File: config.mk
export PLATFORM = sky130hd
export DESIGN_NAME = sys_ctrl_flat
export DESIGN_NICKNAME = d
export VERILOG_FILES = /design/src/rtl/sys_ctrl_pkg.sv /design/src/rtl/sys_ctrl_if.sv /design/src/rtl/sys_ctrl_tx_seq.sv /design/src/rtl/sys_ctrl.sv /design/src/flat_wrapper.sv
export SDC_FILE = /design/constraint.sdc
export NUM_CORES = 1
export LEC_CHECK = 0
export ABC_AREA = 1
export CAP_MARGIN = 20
export CORE_ASPECT_RATIO = 1.4
export CORE_MARGIN = 4
export CORE_UTILIZATION = 30
export CTS_BUF_LIST = sky130_fd_sc_hd__clkbuf_16
export DETAILED_ROUTE_END_ITERATION = 10
export DONT_BUFFER_PORTS = 1
export HOLD_SLACK_MARGIN = 0.08
export PLACE_DENSITY = 0.5
export SLEW_MARGIN = 25
export SYNTH_ARGS = -nofsm -noshare
export SYNTH_HDL_FRONTEND = slang
export SYNTH_SLANG_ARGS = --single-unit
export TNS_END_PERCENT = 30
File: constraint.sdc
create_clock -name Ref_clk -period 2.6 [get_ports Ref_clk]
set_input_delay 0.39 -clock Ref_clk [delete_from_list [all_inputs] [get_ports Ref_clk]]
set_output_delay 0.39 -clock Ref_clk [all_outputs]
set_load 0.005 [all_outputs]
File: src/rtl/sys_ctrl_pkg.sv
// Shared definitions for the sys_ctrl command sequencer: opcodes, FSM states,
// ALU operand register addresses and the watchdog state classifier.
package sys_ctrl_pkg;

    localparam logic [7:0] CMD_RF_WR   = 8'hAA;
    localparam logic [7:0] CMD_RF_RD   = 8'hBB;
    localparam logic [7:0] CMD_ALU_OP  = 8'hCC;
    localparam logic [7:0] CMD_ALU_NOP = 8'hDD;

    localparam int REG_ALU_A = 0;
    localparam int REG_ALU_B = 1;

    typedef enum logic [3:0] {
        ST_IDLE,
        ST_WR_ADDR,
        ST_WR_DATA,
        ST_RD_ADDR,
        ST_RD_WAIT,
        ST_ALU_A,
        ST_ALU_B,
        ST_ALU_FUN,
        ST_ALU_WAIT,
        ST_TX_SEND,
        ST_TX_WAIT
    } state_e;

    // States in which a stalled command is subject to the inter-frame watchdog
    function automatic logic tmo_counts(state_e s);
        return s inside {ST_WR_ADDR, ST_WR_DATA, ST_RD_ADDR, ST_RD_WAIT,
                         ST_ALU_A, ST_ALU_B, ST_ALU_FUN, ST_ALU_WAIT};
    endfunction

endpackage

File: src/rtl/sys_ctrl_if.sv
// Bundle of RX, register-file, ALU and TX signals around sys_ctrl.
// master = the sequencer side, slave = the surrounding system side.
interface sys_ctrl_if #(
    parameter int DATA_W    = 8,
    parameter int ADDR_W    = 4,
    parameter int ALU_OUT_W = 16
);
    logic [DATA_W-1:0]    rx_p_data;
    logic                 rx_d_valid;
    logic                 rf_wr_en;
    logic                 rf_rd_en;
    logic [ADDR_W-1:0]    rf_addr;
    logic [DATA_W-1:0]    rf_wr_data;
    logic [DATA_W-1:0]    rf_rd_data;
    logic                 rf_rd_valid;
    logic                 alu_en;
    logic [3:0]           alu_fun;
    logic [ALU_OUT_W-1:0] alu_out;
    logic                 alu_out_valid;
    logic                 clk_gate_en;
    logic [DATA_W-1:0]    tx_p_data;
    logic                 tx_d_valid;
    logic                 tx_busy;

    modport master (
        input  rx_p_data, rx_d_valid, rf_rd_data, rf_rd_valid,
               alu_out, alu_out_valid, tx_busy,
        output rf_wr_en, rf_rd_en, rf_addr, rf_wr_data, alu_en, alu_fun,
               clk_gate_en, tx_p_data, tx_d_valid
    );

    modport slave (
        output rx_p_data, rx_d_valid, rf_rd_data, rf_rd_valid,
               alu_out, alu_out_valid, tx_busy,
        input  rf_wr_en, rf_rd_en, rf_addr, rf_wr_data, alu_en, alu_fun,
               clk_gate_en, tx_p_data, tx_d_valid
    );
endinterface

File: src/rtl/sys_ctrl_tx_seq.sv
// Holds a latched result and hands it to the TX serializer byte by byte, LSB first;
// a byte is complete once tx_busy has been seen high and then low again.
module sys_ctrl_tx_seq
    import sys_ctrl_pkg::*;
#(
    parameter int DATA_W    = 8,
    parameter int ALU_OUT_W = 16
) (
    input  logic                 clk,
    input  logic                 srst,
    input  logic                 load,
    input  logic                 load_single,
    input  logic [ALU_OUT_W-1:0] load_data,
    input  logic                 send,
    input  logic                 wait_en,
    input  logic                 tx_busy,
    output logic [DATA_W-1:0]    tx_p_data,
    output logic                 tx_d_valid,
    output logic                 byte_done,
    output logic                 last_byte
);
    localparam int NB    = ALU_OUT_W / DATA_W;
    localparam int CNT_W = (NB > 1) ? $clog2(NB) : 1;

    logic [ALU_OUT_W-1:0] data_q, data_d;
    logic [CNT_W-1:0]     cnt_q, cnt_d;
    logic [CNT_W-1:0]     last_q, last_d;
    logic                 saw_busy_q, saw_busy_d;
    logic [DATA_W-1:0]    tx_p_data_q, tx_p_data_d;
    logic                 tx_d_valid_q, tx_d_valid_d;
    logic [DATA_W-1:0]    bytes [NB];

    for (genvar gi = 0; gi < NB; gi++) begin : g_bytes
        assign bytes[gi] = data_q[gi*DATA_W +: DATA_W];
    end

    assign byte_done  = wait_en && saw_busy_q && !tx_busy;
    assign last_byte  = (cnt_q == last_q);
    assign tx_p_data  = tx_p_data_q;
    assign tx_d_valid = tx_d_valid_q;

    always_comb begin
        data_d       = data_q;
        cnt_d        = cnt_q;
        last_d       = last_q;
        saw_busy_d   = saw_busy_q;
        tx_p_data_d  = tx_p_data_q;
        tx_d_valid_d = 1'b0;
        if (load) begin
            data_d = load_data;
            cnt_d  = '0;
            last_d = load_single ? '0 : CNT_W'(NB - 1);
        end
        if (send) begin
            tx_p_data_d  = bytes[cnt_q];
            tx_d_valid_d = 1'b1;
            saw_busy_d   = 1'b0;
        end
        if (wait_en && tx_busy) begin
            saw_busy_d = 1'b1;
        end
        if (byte_done) begin
            cnt_d      = cnt_q + 1'b1;
            saw_busy_d = 1'b0;
        end
    end

    always_ff @(posedge clk) begin
        if (srst) begin
            data_q       <= '0;
            cnt_q        <= '0;
            last_q       <= '0;
            saw_busy_q   <= 1'b0;
            tx_p_data_q  <= '0;
            tx_d_valid_q <= 1'b0;
        end else begin
            data_q       <= data_d;
            cnt_q        <= cnt_d;
            last_q       <= last_d;
            saw_busy_q   <= saw_busy_d;
            tx_p_data_q  <= tx_p_data_d;
            tx_d_valid_q <= tx_d_valid_d;
        end
    end
endmodule

File: src/rtl/sys_ctrl.sv
// Byte-framed command sequencer driving the register file, ALU and TX path.
// Optional inter-frame watchdog enabled with `define SYS_CTRL_TIMEOUT_EN.
module sys_ctrl
    import sys_ctrl_pkg::*;
#(
    parameter int DATA_W    = 8,
    parameter int ADDR_W    = 4,
    parameter int ALU_OUT_W = 16
`ifdef SYS_CTRL_TIMEOUT_EN
    , parameter int TIMEOUT_CYCLES = 65535
`endif
) (
    input  logic        Ref_clk,
    input  logic        rst,
    sys_ctrl_if.master  bus
);
    localparam logic [ADDR_W-1:0] ADDR_A = ADDR_W'(REG_ALU_A);
    localparam logic [ADDR_W-1:0] ADDR_B = ADDR_W'(REG_ALU_B);

    state_e               state_q, state_d;
    logic                 rf_wr_en_q, rf_wr_en_d;
    logic                 rf_rd_en_q, rf_rd_en_d;
    logic [ADDR_W-1:0]    rf_addr_q, rf_addr_d;
    logic [DATA_W-1:0]    rf_wr_data_q, rf_wr_data_d;
    logic                 alu_en_q, alu_en_d;
    logic [3:0]           alu_fun_q, alu_fun_d;
    logic                 clk_gate_en_q, clk_gate_en_d;
    logic                 tx_load, tx_single, tx_send, tx_wait;
    logic                 tx_byte_done, tx_last_byte;
    logic [ALU_OUT_W-1:0] tx_load_data;

`ifdef SYS_CTRL_TIMEOUT_EN
    localparam int TW = $clog2(TIMEOUT_CYCLES + 1);
    logic [TW-1:0] tmo_q, tmo_d;
`endif

    always_comb begin
        state_d      = state_q;
        rf_wr_en_d   = 1'b0;
        rf_rd_en_d   = 1'b0;
        alu_en_d     = 1'b0;
        rf_addr_d    = rf_addr_q;
        rf_wr_data_d = rf_wr_data_q;
        alu_fun_d    = alu_fun_q;
        tx_load      = 1'b0;
        tx_single    = 1'b0;
        tx_send      = 1'b0;
        tx_wait      = 1'b0;
        tx_load_data = bus.alu_out;
        case (state_q)
            ST_IDLE: if (bus.rx_d_valid) begin
                case (bus.rx_p_data)
                    CMD_RF_WR:   state_d = ST_WR_ADDR;
                    CMD_RF_RD:   state_d = ST_RD_ADDR;
                    CMD_ALU_OP:  state_d = ST_ALU_A;
                    CMD_ALU_NOP: state_d = ST_ALU_FUN;
                    default:     state_d = ST_IDLE;
                endcase
            end
            ST_WR_ADDR: if (bus.rx_d_valid) begin
                rf_addr_d = bus.rx_p_data[ADDR_W-1:0];
                state_d   = ST_WR_DATA;
            end
            ST_WR_DATA: if (bus.rx_d_valid) begin
                rf_wr_en_d   = 1'b1;
                rf_wr_data_d = bus.rx_p_data;
                state_d      = ST_IDLE;
            end
            ST_RD_ADDR: if (bus.rx_d_valid) begin
                rf_addr_d  = bus.rx_p_data[ADDR_W-1:0];
                rf_rd_en_d = 1'b1;
                state_d    = ST_RD_WAIT;
            end
            ST_RD_WAIT: if (bus.rf_rd_valid) begin
                tx_load      = 1'b1;
                tx_single    = 1'b1;
                tx_load_data = {{(ALU_OUT_W-DATA_W){1'b0}}, bus.rf_rd_data};
                state_d      = ST_TX_SEND;
            end
            ST_ALU_A: if (bus.rx_d_valid) begin
                rf_wr_en_d   = 1'b1;
                rf_addr_d    = ADDR_A;
                rf_wr_data_d = bus.rx_p_data;
                state_d      = ST_ALU_B;
            end
            ST_ALU_B: if (bus.rx_d_valid) begin
                rf_wr_en_d   = 1'b1;
                rf_addr_d    = ADDR_B;
                rf_wr_data_d = bus.rx_p_data;
                state_d      = ST_ALU_FUN;
            end
            ST_ALU_FUN: if (bus.rx_d_valid) begin
                alu_fun_d = bus.rx_p_data[3:0];
                alu_en_d  = 1'b1;
                state_d   = ST_ALU_WAIT;
            end
            ST_ALU_WAIT: if (bus.alu_out_valid) begin
                tx_load = 1'b1;
                state_d = ST_TX_SEND;
            end
            ST_TX_SEND: if (!bus.tx_busy) begin
                tx_send = 1'b1;
                state_d = ST_TX_WAIT;
            end
            ST_TX_WAIT: begin
                tx_wait = 1'b1;
                if (tx_byte_done) begin
                    state_d = tx_last_byte ? ST_IDLE : ST_TX_SEND;
                end
            end
            default: state_d = ST_IDLE;
        endcase
`ifdef SYS_CTRL_TIMEOUT_EN
        // A stalled command is abandoned outright: strobes and latches are undone too
        if (tmo_counts(state_q) && tmo_q == TW'(TIMEOUT_CYCLES - 1)) begin
            state_d      = ST_IDLE;
            rf_wr_en_d   = 1'b0;
            rf_rd_en_d   = 1'b0;
            alu_en_d     = 1'b0;
            rf_addr_d    = rf_addr_q;
            rf_wr_data_d = rf_wr_data_q;
            alu_fun_d    = alu_fun_q;
            tx_load      = 1'b0;
        end
        tmo_d = (tmo_counts(state_d) && state_d == state_q) ? tmo_q + 1'b1 : '0;
`endif
        clk_gate_en_d = (state_d == ST_ALU_FUN) || (state_d == ST_ALU_WAIT);
    end

    always_ff @(posedge Ref_clk) begin
        if (rst) begin
            state_q       <= ST_IDLE;
            rf_wr_en_q    <= 1'b0;
            rf_rd_en_q    <= 1'b0;
            rf_addr_q     <= '0;
            rf_wr_data_q  <= '0;
            alu_en_q      <= 1'b0;
            alu_fun_q     <= '0;
            clk_gate_en_q <= 1'b0;
        end else begin
            state_q       <= state_d;
            rf_wr_en_q    <= rf_wr_en_d;
            rf_rd_en_q    <= rf_rd_en_d;
            rf_addr_q     <= rf_addr_d;
            rf_wr_data_q  <= rf_wr_data_d;
            alu_en_q      <= alu_en_d;
            alu_fun_q     <= alu_fun_d;
            clk_gate_en_q <= clk_gate_en_d;
        end
    end

`ifdef SYS_CTRL_TIMEOUT_EN
    always_ff @(posedge Ref_clk) begin
        if (rst) begin
            tmo_q <= '0;
        end else begin
            tmo_q <= tmo_d;
        end
    end
`endif

    assign bus.rf_wr_en    = rf_wr_en_q;
    assign bus.rf_rd_en    = rf_rd_en_q;
    assign bus.rf_addr     = rf_addr_q;
    assign bus.rf_wr_data  = rf_wr_data_q;
    assign bus.alu_en      = alu_en_q;
    assign bus.alu_fun     = alu_fun_q;
    assign bus.clk_gate_en = clk_gate_en_q;

    sys_ctrl_tx_seq #(
        .DATA_W    (DATA_W),
        .ALU_OUT_W (ALU_OUT_W)
    ) u_tx_seq (
        .clk         (Ref_clk),
        .srst        (rst),
        .load        (tx_load),
        .load_single (tx_single),
        .load_data   (tx_load_data),
        .send        (tx_send),
        .wait_en     (tx_wait),
        .tx_busy     (bus.tx_busy),
        .tx_p_data   (bus.tx_p_data),
        .tx_d_valid  (bus.tx_d_valid),
        .byte_done   (tx_byte_done),
        .last_byte   (tx_last_byte)
    );
endmodule
File: src/flat_wrapper.sv
// flat-port wrapper written by rule: the top's interface ports become plain ports
module sys_ctrl_flat import sys_ctrl_pkg::*;
#(
    parameter int DATA_W    = 8,
    parameter int ADDR_W    = 4,
    parameter int ALU_OUT_W = 16

)
  (Ref_clk, rst, bus_rx_p_data, bus_rx_d_valid, bus_rf_rd_data, bus_rf_rd_valid, bus_alu_out, bus_alu_out_valid, bus_tx_busy, bus_rf_wr_en, bus_rf_rd_en, bus_rf_addr, bus_rf_wr_data, bus_alu_en, bus_alu_fun, bus_clk_gate_en, bus_tx_p_data, bus_tx_d_valid);
  sys_ctrl_if #(.DATA_W(DATA_W), .ADDR_W(ADDR_W), .ALU_OUT_W(ALU_OUT_W)) bus_i ();
  input  logic Ref_clk;
  input  logic rst;
  input wire logic [$bits(bus_i.rx_p_data)-1:0] bus_rx_p_data;
  input wire logic [$bits(bus_i.rx_d_valid)-1:0] bus_rx_d_valid;
  input wire logic [$bits(bus_i.rf_rd_data)-1:0] bus_rf_rd_data;
  input wire logic [$bits(bus_i.rf_rd_valid)-1:0] bus_rf_rd_valid;
  input wire logic [$bits(bus_i.alu_out)-1:0] bus_alu_out;
  input wire logic [$bits(bus_i.alu_out_valid)-1:0] bus_alu_out_valid;
  input wire logic [$bits(bus_i.tx_busy)-1:0] bus_tx_busy;
  output wire logic [$bits(bus_i.rf_wr_en)-1:0] bus_rf_wr_en;
  output wire logic [$bits(bus_i.rf_rd_en)-1:0] bus_rf_rd_en;
  output wire logic [$bits(bus_i.rf_addr)-1:0] bus_rf_addr;
  output wire logic [$bits(bus_i.rf_wr_data)-1:0] bus_rf_wr_data;
  output wire logic [$bits(bus_i.alu_en)-1:0] bus_alu_en;
  output wire logic [$bits(bus_i.alu_fun)-1:0] bus_alu_fun;
  output wire logic [$bits(bus_i.clk_gate_en)-1:0] bus_clk_gate_en;
  output wire logic [$bits(bus_i.tx_p_data)-1:0] bus_tx_p_data;
  output wire logic [$bits(bus_i.tx_d_valid)-1:0] bus_tx_d_valid;
  assign bus_i.rx_p_data = bus_rx_p_data;
  assign bus_i.rx_d_valid = bus_rx_d_valid;
  assign bus_i.rf_rd_data = bus_rf_rd_data;
  assign bus_i.rf_rd_valid = bus_rf_rd_valid;
  assign bus_i.alu_out = bus_alu_out;
  assign bus_i.alu_out_valid = bus_alu_out_valid;
  assign bus_i.tx_busy = bus_tx_busy;
  assign bus_rf_wr_en = bus_i.rf_wr_en;
  assign bus_rf_rd_en = bus_i.rf_rd_en;
  assign bus_rf_addr = bus_i.rf_addr;
  assign bus_rf_wr_data = bus_i.rf_wr_data;
  assign bus_alu_en = bus_i.alu_en;
  assign bus_alu_fun = bus_i.alu_fun;
  assign bus_clk_gate_en = bus_i.clk_gate_en;
  assign bus_tx_p_data = bus_i.tx_p_data;
  assign bus_tx_d_valid = bus_i.tx_d_valid;
  sys_ctrl #(.DATA_W(DATA_W), .ADDR_W(ADDR_W), .ALU_OUT_W(ALU_OUT_W)) u_core (.Ref_clk(Ref_clk), .rst(rst), .bus(bus_i));
endmodule
==> results.yml, run 1 <==
run_status:
  outcome: "complete, no violations"
clocking:
  postCtsHoldBufs: 0
  clock-root-buffer: "clkbuf_16"
  numCtsBuffers: 5
  clkSinkCount: 52
  htreeDepth: 2
  cts_tree: "yes"
  cts_resized: 0
  cts_setup_buffers: 0
  clock_latency_ns: 0.29
  clk_pin_slew_worst_paths_ns: 0.07
  clockBufferDepth: 2
floorplan:
  core_area_um2: 7850
  dieHeight_um: 115
  dieArea_um2: 9690
  start_util_pct: 31.2
  io_pins: 67
  die_w_um: 84.4
  rows: 38
timing:
  hold_ws_ns: 0.163
  min_period_ns: 1.91
  tns_ns: 0
  skew_ns: 0.00932
  finalCritPeriodShare_pct: 73.6
  tightest_slew_ns: 0.489
  final-hold-violation-count: 0
  rsz0062_at_grt: "no"
  timing.fmax_mhz: 522
  slew_headroom_pct: 67.4
  setup-violations-final: 0
  drv_slew: 0
logic_synthesis:
  netlist_area_um2: 2450
  ys_warn_count: 0
  synth_top_area_share_pct: 42.5
  synthCells: 324
  synth_seq_area_share_pct: 42.5
  synth-seq-cells: 52
  syn_area_per_cell_um2: 7.56
  syn_nets: 362
  synthTopCellsByArea: "dfxtp_1 43%, nand2_1 8.7%, mux2i_1 6.5%"
  yosys.area.top_type: "dfxtp_1"
  synth_cell_types: 27
routing:
  vias: 2027
  wl_um: 6200
  drt-initial-drc-count: 68
  drt_pre_antenna_iters: 4
  drc: 0
  viasPerCell: 4.83
  ant_nets: 0
  wl_per_cell_um: 14.8
global_routing:
  grtUsageTotal_pct: 13.2
  grt_overflow: 0
  grt_max_degree: 34
  grt_pass1_vias: 2029
  grt_first_pass_wirelength_um: 10100
  antenna_found_initial: 0
critical_path:
  worst-setup-path-type: "register to register"
  worstPathArrival_ns: 2.15
  crit_fanout: 18
  endpoint_kind: "register"
  crit_required_ns: 2.83
  critPathLaunchType: "register"
cells_and_area:
  layout_common_cells: "57 x nand2_1, 52 x dfxtp_1, 31 x nor2_1"
  postLayoutCoreUtil_pct: 33.8
  diodes: 0
  final_common_cell: "nand2_1"
  fin_nets: 357
  synthToLayoutAreaGrowth_pct: 8.28
  design_area_um2: 2650
  n_fill_cell: 863
  layout-drive-gt1-share_pct: 12.5
power:
  p_leak_nw: 1.07
  powerDensity_nw_per_um2: 578
  vdd_drop_max_mv: 0.267
placement:
  numPortBuffers: 0
  routabilityCongestion: 0.838
  placed_area_um2: 2500
  dp_hpwl_um: 4670
flow_run:
  cap_violations: 0
min_path:
  holdCritPathClass: "primary input to register"
-- critical path, stage by stage (launching register included) --
cell,delay (ns)
dfxtp_1,0.54
nor2_2,0.20
nand3_2,0.11
buf_4,0.22
nand2_4,0.16
inv_4,0.13
nand3_2,0.06
nor2_1,0.16
nand2_1,0.07
nor2_1,0.09
nand2_1,0.06
nand2_1,0.05
-- synth_stat cells (all sizes together) --
cell	number
clkbuf	5
a21oi	32
nand3	27
buf	10
nand4	11
a211oi	1
mux2i	16
nand2	61
inv	33
dfxtp	52
nor3	2
o21ai	32
nor2	41
nand3b	1
-- flip-flops by register name, summed over array words and instances (netlist names) --
name	cells
u_core.bus.alu_en	1
u_core.bus.alu_fun	4
u_core.bus.clk_gate_en	1
u_core.bus.rf_addr	4
u_core.bus.rf_rd_en	1
u_core.bus.rf_wr_data	8
u_core.bus.rf_wr_en	1
u_core.state_q	4
u_core.u_tx_seq.cnt_q	1
u_core.u_tx_seq.data_q	16
u_core.u_tx_seq.last_q	1
u_core.u_tx_seq.saw_busy_q	1
u_core.u_tx_seq.tx_d_valid	1
u_core.u_tx_seq.tx_p_data	8
-- stage by stage --
step | total power [mW] | instances | setup WS [ns]
floorplan | 0.892 | 324 | 1.21
global placement | 0.892 | 412 | 0.770
detailed placement | 0.893 | 412 | 0.691
CTS | 1.55 | 420 | 0.667
global route | 1.60 | 420 | 0.459
finish | 1.53 | 420 | 0.686
-- final cells by class --
class,count,area (µm²),area share [%]
clock buffer,5,125,4.72
clock inverter,3,21.3,0.802
inverter,33,126,4.77
multi-input combinational,224,1190,44.9
sequential,52,1040,39.3
tap,100,125,4.72
timing repair buffer,3,22.5,0.849
-- metal layers --
| layer | GRT usage, % | wire [µm] |
|---|---|---|
| met5 | 0 | 0 |
| met4 | 5.28 | 104 |
| met3 | 4.95 | 468 |
| met2 | 23.1 | 3110 |
| met1 | 14.5 | 2520 |
-- kinds of logic (layout without fill, tap and decap cells) --
kind of cell | after synthesis | in the layout | synth area share [%]
AO/OA/AOI/OAI | 65 | 65 | 14.3
buffers and inverters | 48 | 44 | 8.89
flip-flops | 52 | 52 | 42.5
multiplexers | 16 | 16 | 6.54
AND/OR/NAND/NOR | 143 | 143 | 27.7
-- where the power goes --
part           leakage, nW  internal (mW)  total, mW  switching, mW
clock               0.0702          0.359      0.660          0.301
combinational        0.585         0.0199     0.0606         0.0407
sequential           0.419          0.804      0.813        0.00849
-- worst paths after layout --
| check | slack, ns | endpoint | from | cells after the start |
|---|---|---|---|---|
| hold reg to reg | 0.47 | u_core.u_tx_seq.saw_busy_q | u_core.u_tx_seq.saw_busy_q | 2 |
| setup reg to reg | 0.69 | u_core.bus.clk_gate_en | u_core.state_q[1] | 11 |
| setup / recovery | 0.69 | u_core.bus.clk_gate_en | u_core.state_q[1] | 11 |
| hold / removal | 0.16 | u_core.bus.rf_addr[2] | rst | 1 |
Power figures use the tool's default switching activity.
==> run 2: changes to the inputs <==
PLACE_DENSITY = 0.51   (was 0.5)
clock period = 1.6 ns   (was 2.6 ns; I/O delays follow)
==> run 2 against run 1 <==
Compared with the run above:
- wire length is 3.0% higher
- via count is 4.2% higher
- combinational power grew 93%
- largest power group unchanged
- setup slack worse by 0.57 ns
- largest cell class unchanged
- critical path type unchanged
- flip-flop and latch count stayed put
- sequential power grew 62%
- maximum frequency up 29%
- total power grew 72%
- clock power is 82% higher
==> results.yml, run 2 (synthesized netlist as in run 1, its figures left out) <==
placement:
  dp_cells: 421
  placed_area_um2: 2570
  numPortBuffers: 0
  routabilityCongestion: 0.838
  dp_hpwl_um: 4800
critical_path:
  worst-setup-path-type: "register to register"
  critPathLaunchType: "register"
  crit_required_ns: 1.74
  r2r_slack_ns: 0.12
  worstPathArrival_ns: 1.62
  crit_fanout: 9
  reg2reg_to: "u_core.bus.rf_addr[2]"
  ff2ff_path_depth: 8
  worstReg2RegStart: "u_core.state_q[1]"
  endpoint_kind: "register"
clocking:
  cts_tree: "yes"
  numCtsBuffers: 5
  clkSinkCount: 52
  clockBufferDepth: 2
  clock-root-buffer: "clkbuf_16"
  clk_pin_slew_worst_paths_ns: 0.07
  htreeDepth: 2
  clock_latency_ns: 0.29
global_routing:
  grt_pass1_vias: 2005
  grtUsageTotal_pct: 13.5
  grt_overflow: 0
  grt_first_pass_wirelength_um: 10300
  grt_max_degree: 21
  antenna_found_initial: 0
routing:
  vias: 2112
  wl_um: 6390
  wl_per_cell_um: 14.8
  drc: 0
  drt-initial-drc-count: 134
  ant_nets: 0
  drt_pre_antenna_iters: 4
  viasPerCell: 4.90
min_path:
  holdPathEnd: "u_core.bus.rf_wr_data[4]"
  hp-start: "bus_rx_p_data[4]"
  hold_path_depth: 2
  holdCritPathClass: "primary input to register"
floorplan:
  start_util_pct: 31.2
  dieArea_um2: 9690
  core_area_um2: 7850
  io_pins: 67
  dieHeight_um: 115
  die_w_um: 84.4
  rows: 38
power:
  netSwitchingPower_uw: 559
  combinationalPowerShare_pct: 4.5
  seq_power_share_pct: 50.1
  p_leak_nw: 1.15
  p_clk_share_pct: 45.4
  finalPower_mw: 2.63
  p_sw_share_pct: 21.2
  powerDensity_nw_per_um2: 948
  p_int_mw: 2.08
  vdd_drop_max_mv: 0.652
cells_and_area:
  design_area_um2: 2780
  final_common_cell: "nand2_1"
  top_register: "u_core.u_tx_seq.data_q"
  diodes: 0
  fin_nets: 368
  largest_reg_flops: 16
  layout_common_cells: "56 x nand2_1, 48 x dfxtp_1, 31 x nor2_1"
  layout-drive-gt1-share_pct: 16.3
  synthToLayoutAreaGrowth_pct: 13.4
  finalNonFillerCells: 431
flow_run:
  cap_violations: 0
timing:
  setup-violations-final: 0
  rsz0062_at_grt: "yes"
  final-hold-violation-count: 0
  min_period_ns: 1.48
  slew_headroom_pct: 48.0
  timing.fmax_mhz: 675
  drv_slew: 0
  tightest_slew_ns: 0.779
  finalCritPeriodShare_pct: 92.5
  skew_ns: 0.00541
  hold_ws_ns: 0.103
run_status:
  outcome: "complete, no violations"
[run 2: cell count changes in the layout (fill, tap and decap cells not counted), moves of 2 or more]
cell	before	now
nor2_2	6	4
inv_1	25	23
dfxtp_2	0	3
buf_4	3	12
inv_2	7	9
nor2_4	4	6
clkinv_1	0	2
dfxtp_1	52	48
[run 2: critical path, stage by stage, from the launching register on]
cell and delay [ns]:
dfxtp_2 0.44, nand2_2 0.12, nor2_4 0.18, nor2_4 0.06
buf_4 0.15, a21oi_4 0.21, inv_2 0.06, nand2_1 0.06
a21oi_1 0.06
[run 2: cell type report]
class,count,area (µm²)
fill,874,5070
timing repair buffer,14,113
sequential,52,1050
clock buffer,5,125
inverter,33,126
tap,100,125
clock inverter,3,37.5
multi-input combinational,224,1200
[run 2: power by group through the flow]
| stage | Clock, mW | Combinational (mW) | Sequential, mW |
|---|---|---|---|
| 3_3_place_gp | 0 | 0.106 | 1.35 |
| 2_1_floorplan | 0 | 0.104 | 1.35 |
| 5_1_grt | 1.27 | 0.136 | 1.32 |
| 3_5_place_dp | 0 | 0.107 | 1.35 |
| 6_report | 1.20 | 0.117 | 1.32 |
| 4_1_cts | 1.22 | 0.117 | 1.32 |
[run 2: worst max-delay path by stage]
stage	from	end	slack [ns]	cells after the start
after floorplan	u_core.state_q[1]	u_core.bus.rf_wr_data[6]	0.21	11
after global placement	u_core.state_q[2]	u_core.u_tx_seq.data_q[1]	-0.002	6
after detailed placement	u_core.state_q[2]	u_core.u_tx_seq.data_q[1]	0.005	6
after CTS	u_core.state_q[1]	u_core.bus.rf_addr[1]	0.002	8
after global routing	u_core.state_q[3]	u_core.bus.clk_gate_en	-0.03	11
final	u_core.state_q[1]	u_core.bus.rf_addr[2]	0.12	8
[run 2: timing repair]
| action | 4_1_cts | 5_1_grt |
|---|---|---|
| hold buffers | 2 | 0 |
| pin swaps | 0 | 2 |
| hold endpoints to repair | 18 | 0 |
| gates resized for setup | 1 | 10 |
| buffers inserted | 0 | 0 |
| endpoints found under the setup margin | 1 | 26 |
[run 2: through the flow]
| stage | setup TNS, ns | util (%) | setup slack [ns] |
|---|---|---|---|
| after CTS | 0 | 35.1 | 0.00168 |
| after floorplan | 0 | - | 0.206 |
| after global placement | -0.00202 | 32.8 | -0.00202 |
| final | 0 | 35.4 | 0.119 |
| after global routing | -0.0344 | 35.4 | -0.0328 |
| after detailed placement | 0 | 32.8 | 0.00514 |
[run 2: metal layers]
metal  up-vias  GRT usage [%]  wire [µm]  part of all wire, %
met2        63           23.8       3210                   50
met5         -              0          0                    0
li1       1081              -          -                    -
met4         0           4.96        136                  2.1
met3        11           4.09        458                  7.2
met1       957           15.3       2580                   40
==> run 3: changes to the inputs <==
CORE_ASPECT_RATIO = unset   (was 1.4)
==> run 3 against run 2 <==
Compared with the run above:
- wire length decreased by 1.7%
- flip-flop and latch count unchanged
- clock skew shrank 0.0013 ns
- via count decreased by 1.4%
- global-route usage shrank 0.53 points
- hold slack got worse by 0.099 ns
- sequential share of layout area shrank 0.20 points
- first-iteration DRC count decreased by 6.7%
- final area grew 0.54%
- largest power group unchanged
- highest routed layer unchanged
==> results.yml, run 3 (synthesized netlist as in run 1, its figures left out) <==
run_status:
  outcome: "complete, no violations"
timing:
  timing.fmax_mhz: 690
  min_period_ns: 1.45
  rsz0062_at_grt: "no"
  tightest_slew_ns: 0.377
  drv_slew: 0
  skew_ns: 0.00413
  final-hold-violation-count: 0
  hold_ws_ns: 0.00415
  slew_headroom_pct: 74.8
  setup_ws_ns: 0.150
  finalCritPeriodShare_pct: 90.6
  setup-violations-final: 0
  tns_ns: 0
routing:
  wl_um: 6280
  drc: 0
  ant_nets: 0
  drt-initial-drc-count: 125
  viasPerCell: 4.79
  drt_pre_antenna_iters: 4
  vias: 2082
  wl_per_cell_um: 14.4
critical_path:
  critPathLaunchType: "register"
  worst-setup-path-type: "register to register"
  endpoint_kind: "register"
  worstPathArrival_ns: 1.66
  crit_required_ns: 1.81
  crit_fanout: 8
global_routing:
  grt_max_degree: 20
  grt_pass1_vias: 2020
  antenna_found_initial: 0
  grtUsageTotal_pct: 12.9
  grt_first_pass_wirelength_um: 10200
  grt_overflow: 0
placement:
  dp_slack_ns: 0.0505
  numPortBuffers: 0
  placed_area_um2: 2600
  dp_hpwl_um: 4820
  routabilityCongestion: 0.815
  dp_cells: 426
floorplan:
  dieHeight_um: 98.3
  rows: 32
  start_util_pct: 31.2
  dieArea_um2: 9670
  die_w_um: 98.3
  io_pins: 67
  core_area_um2: 7850
power:
  vdd_drop_max_mv: 0.522
  p_clk_share_pct: 46.2
  powerDensity_nw_per_um2: 953
  netSwitchingPower_uw: 577
  p_leak_nw: 1.16
  seq_power_share_pct: 49.5
  combinationalPowerShare_pct: 4.3
  finalPower_mw: 2.66
  p_sw_share_pct: 21.7
  p_int_mw: 2.09
clocking:
  clk_pin_slew_worst_paths_ns: 0.07
  numCtsBuffers: 5
  cts_tree: "yes"
  htreeDepth: 2
  clkSinkCount: 52
  clock-root-buffer: "clkbuf_16"
  clockBufferDepth: 2
  clock_latency_ns: 0.29
cells_and_area:
  largest_reg_flops: 16
  postLayoutCoreUtil_pct: 35.6
  design_area_um2: 2790
  fin_nets: 370
  finalNonFillerCells: 435
  layout-drive-gt1-share_pct: 17.7
  synthToLayoutAreaGrowth_pct: 14.1
  diodes: 0
  layout_common_cells: "56 x nand2_1, 48 x dfxtp_1, 30 x nor2_1"
  top_register: "u_core.u_tx_seq.data_q"
  final_common_cell: "nand2_1"
flow_run:
  cap_violations: 0
min_path:
  holdCritPathClass: "primary input to register"
run 3: cell types whose count changed in the layout (fill, tap and decap cells not counted), sizes merged:
cell          delta
dlymetal6s4s     -1
dlygate4sd3      -1
inv              +2
clkinv           -2
buf              +4
run 3: per-layer routing:
| metal | global-route usage, % | share of wire (%) |
|---|---|---|
| met5 | 0 | 0 |
| met4 | 3.78 | 1.4 |
| met3 | 4.21 | 5.8 |
| met2 | 20.9 | 47 |
| met1 | 16.5 | 46 |
run 3: power groups by stage:
stage | sequential (mW) | clock (mW) | combinational [mW]
2_1_floorplan | 1.35 | 0 | 0.104
3_3_place_gp | 1.35 | 0 | 0.109
3_5_place_dp | 1.35 | 0 | 0.111
4_1_cts | 1.32 | 1.25 | 0.111
5_1_grt | 1.32 | 1.31 | 0.128
6_report | 1.32 | 1.23 | 0.113
run 3: final cells by class:
| class | count | area (µm²) |
|---|---|---|
| fill | 860 | 5050 |
| multi-input combinational | 224 | 1200 |
| sequential | 52 | 1050 |
| inverter | 33 | 129 |
| tap | 102 | 128 |
| clock buffer | 5 | 125 |
| timing repair buffer | 16 | 120 |
| clock inverter | 3 | 42.5 |
run 3: repair_timing:
item / 4_1_cts / 5_1_grt
buffers inserted: 0 / 1
gates resized for setup: 0 / 11
hold endpoints to repair: 18 / 18
endpoints found under the setup margin: 0 / 14
run 3: path summary, 6_finish.rpt:
| path | start | end | slack [ns] | cells past startpoint |
|---|---|---|---|---|
| worst min-delay path | rst | u_core.state_q[2] | 0.004 | 1 |
| worst max-delay path | u_core.state_q[2] | u_core.u_tx_seq.tx_p_data[1] | 0.15 | 8 |
| worst min register to register | u_core.u_tx_seq.data_q[13] | u_core.u_tx_seq.data_q[13] | 0.46 | 2 |
| worst max register to register | u_core.state_q[2] | u_core.u_tx_seq.tx_p_data[1] | 0.15 | 8 |
run 3: worst max-delay path: stages, from the launching register on:
cell	delay, ns
dfxtp_2	0.37
inv_2	0.07
nand2_1	0.08
nor2_1	0.16
nand2_1	0.09
buf_4	0.14
nor2_2	0.11
inv_1	0.17
o21ai_0	0.19
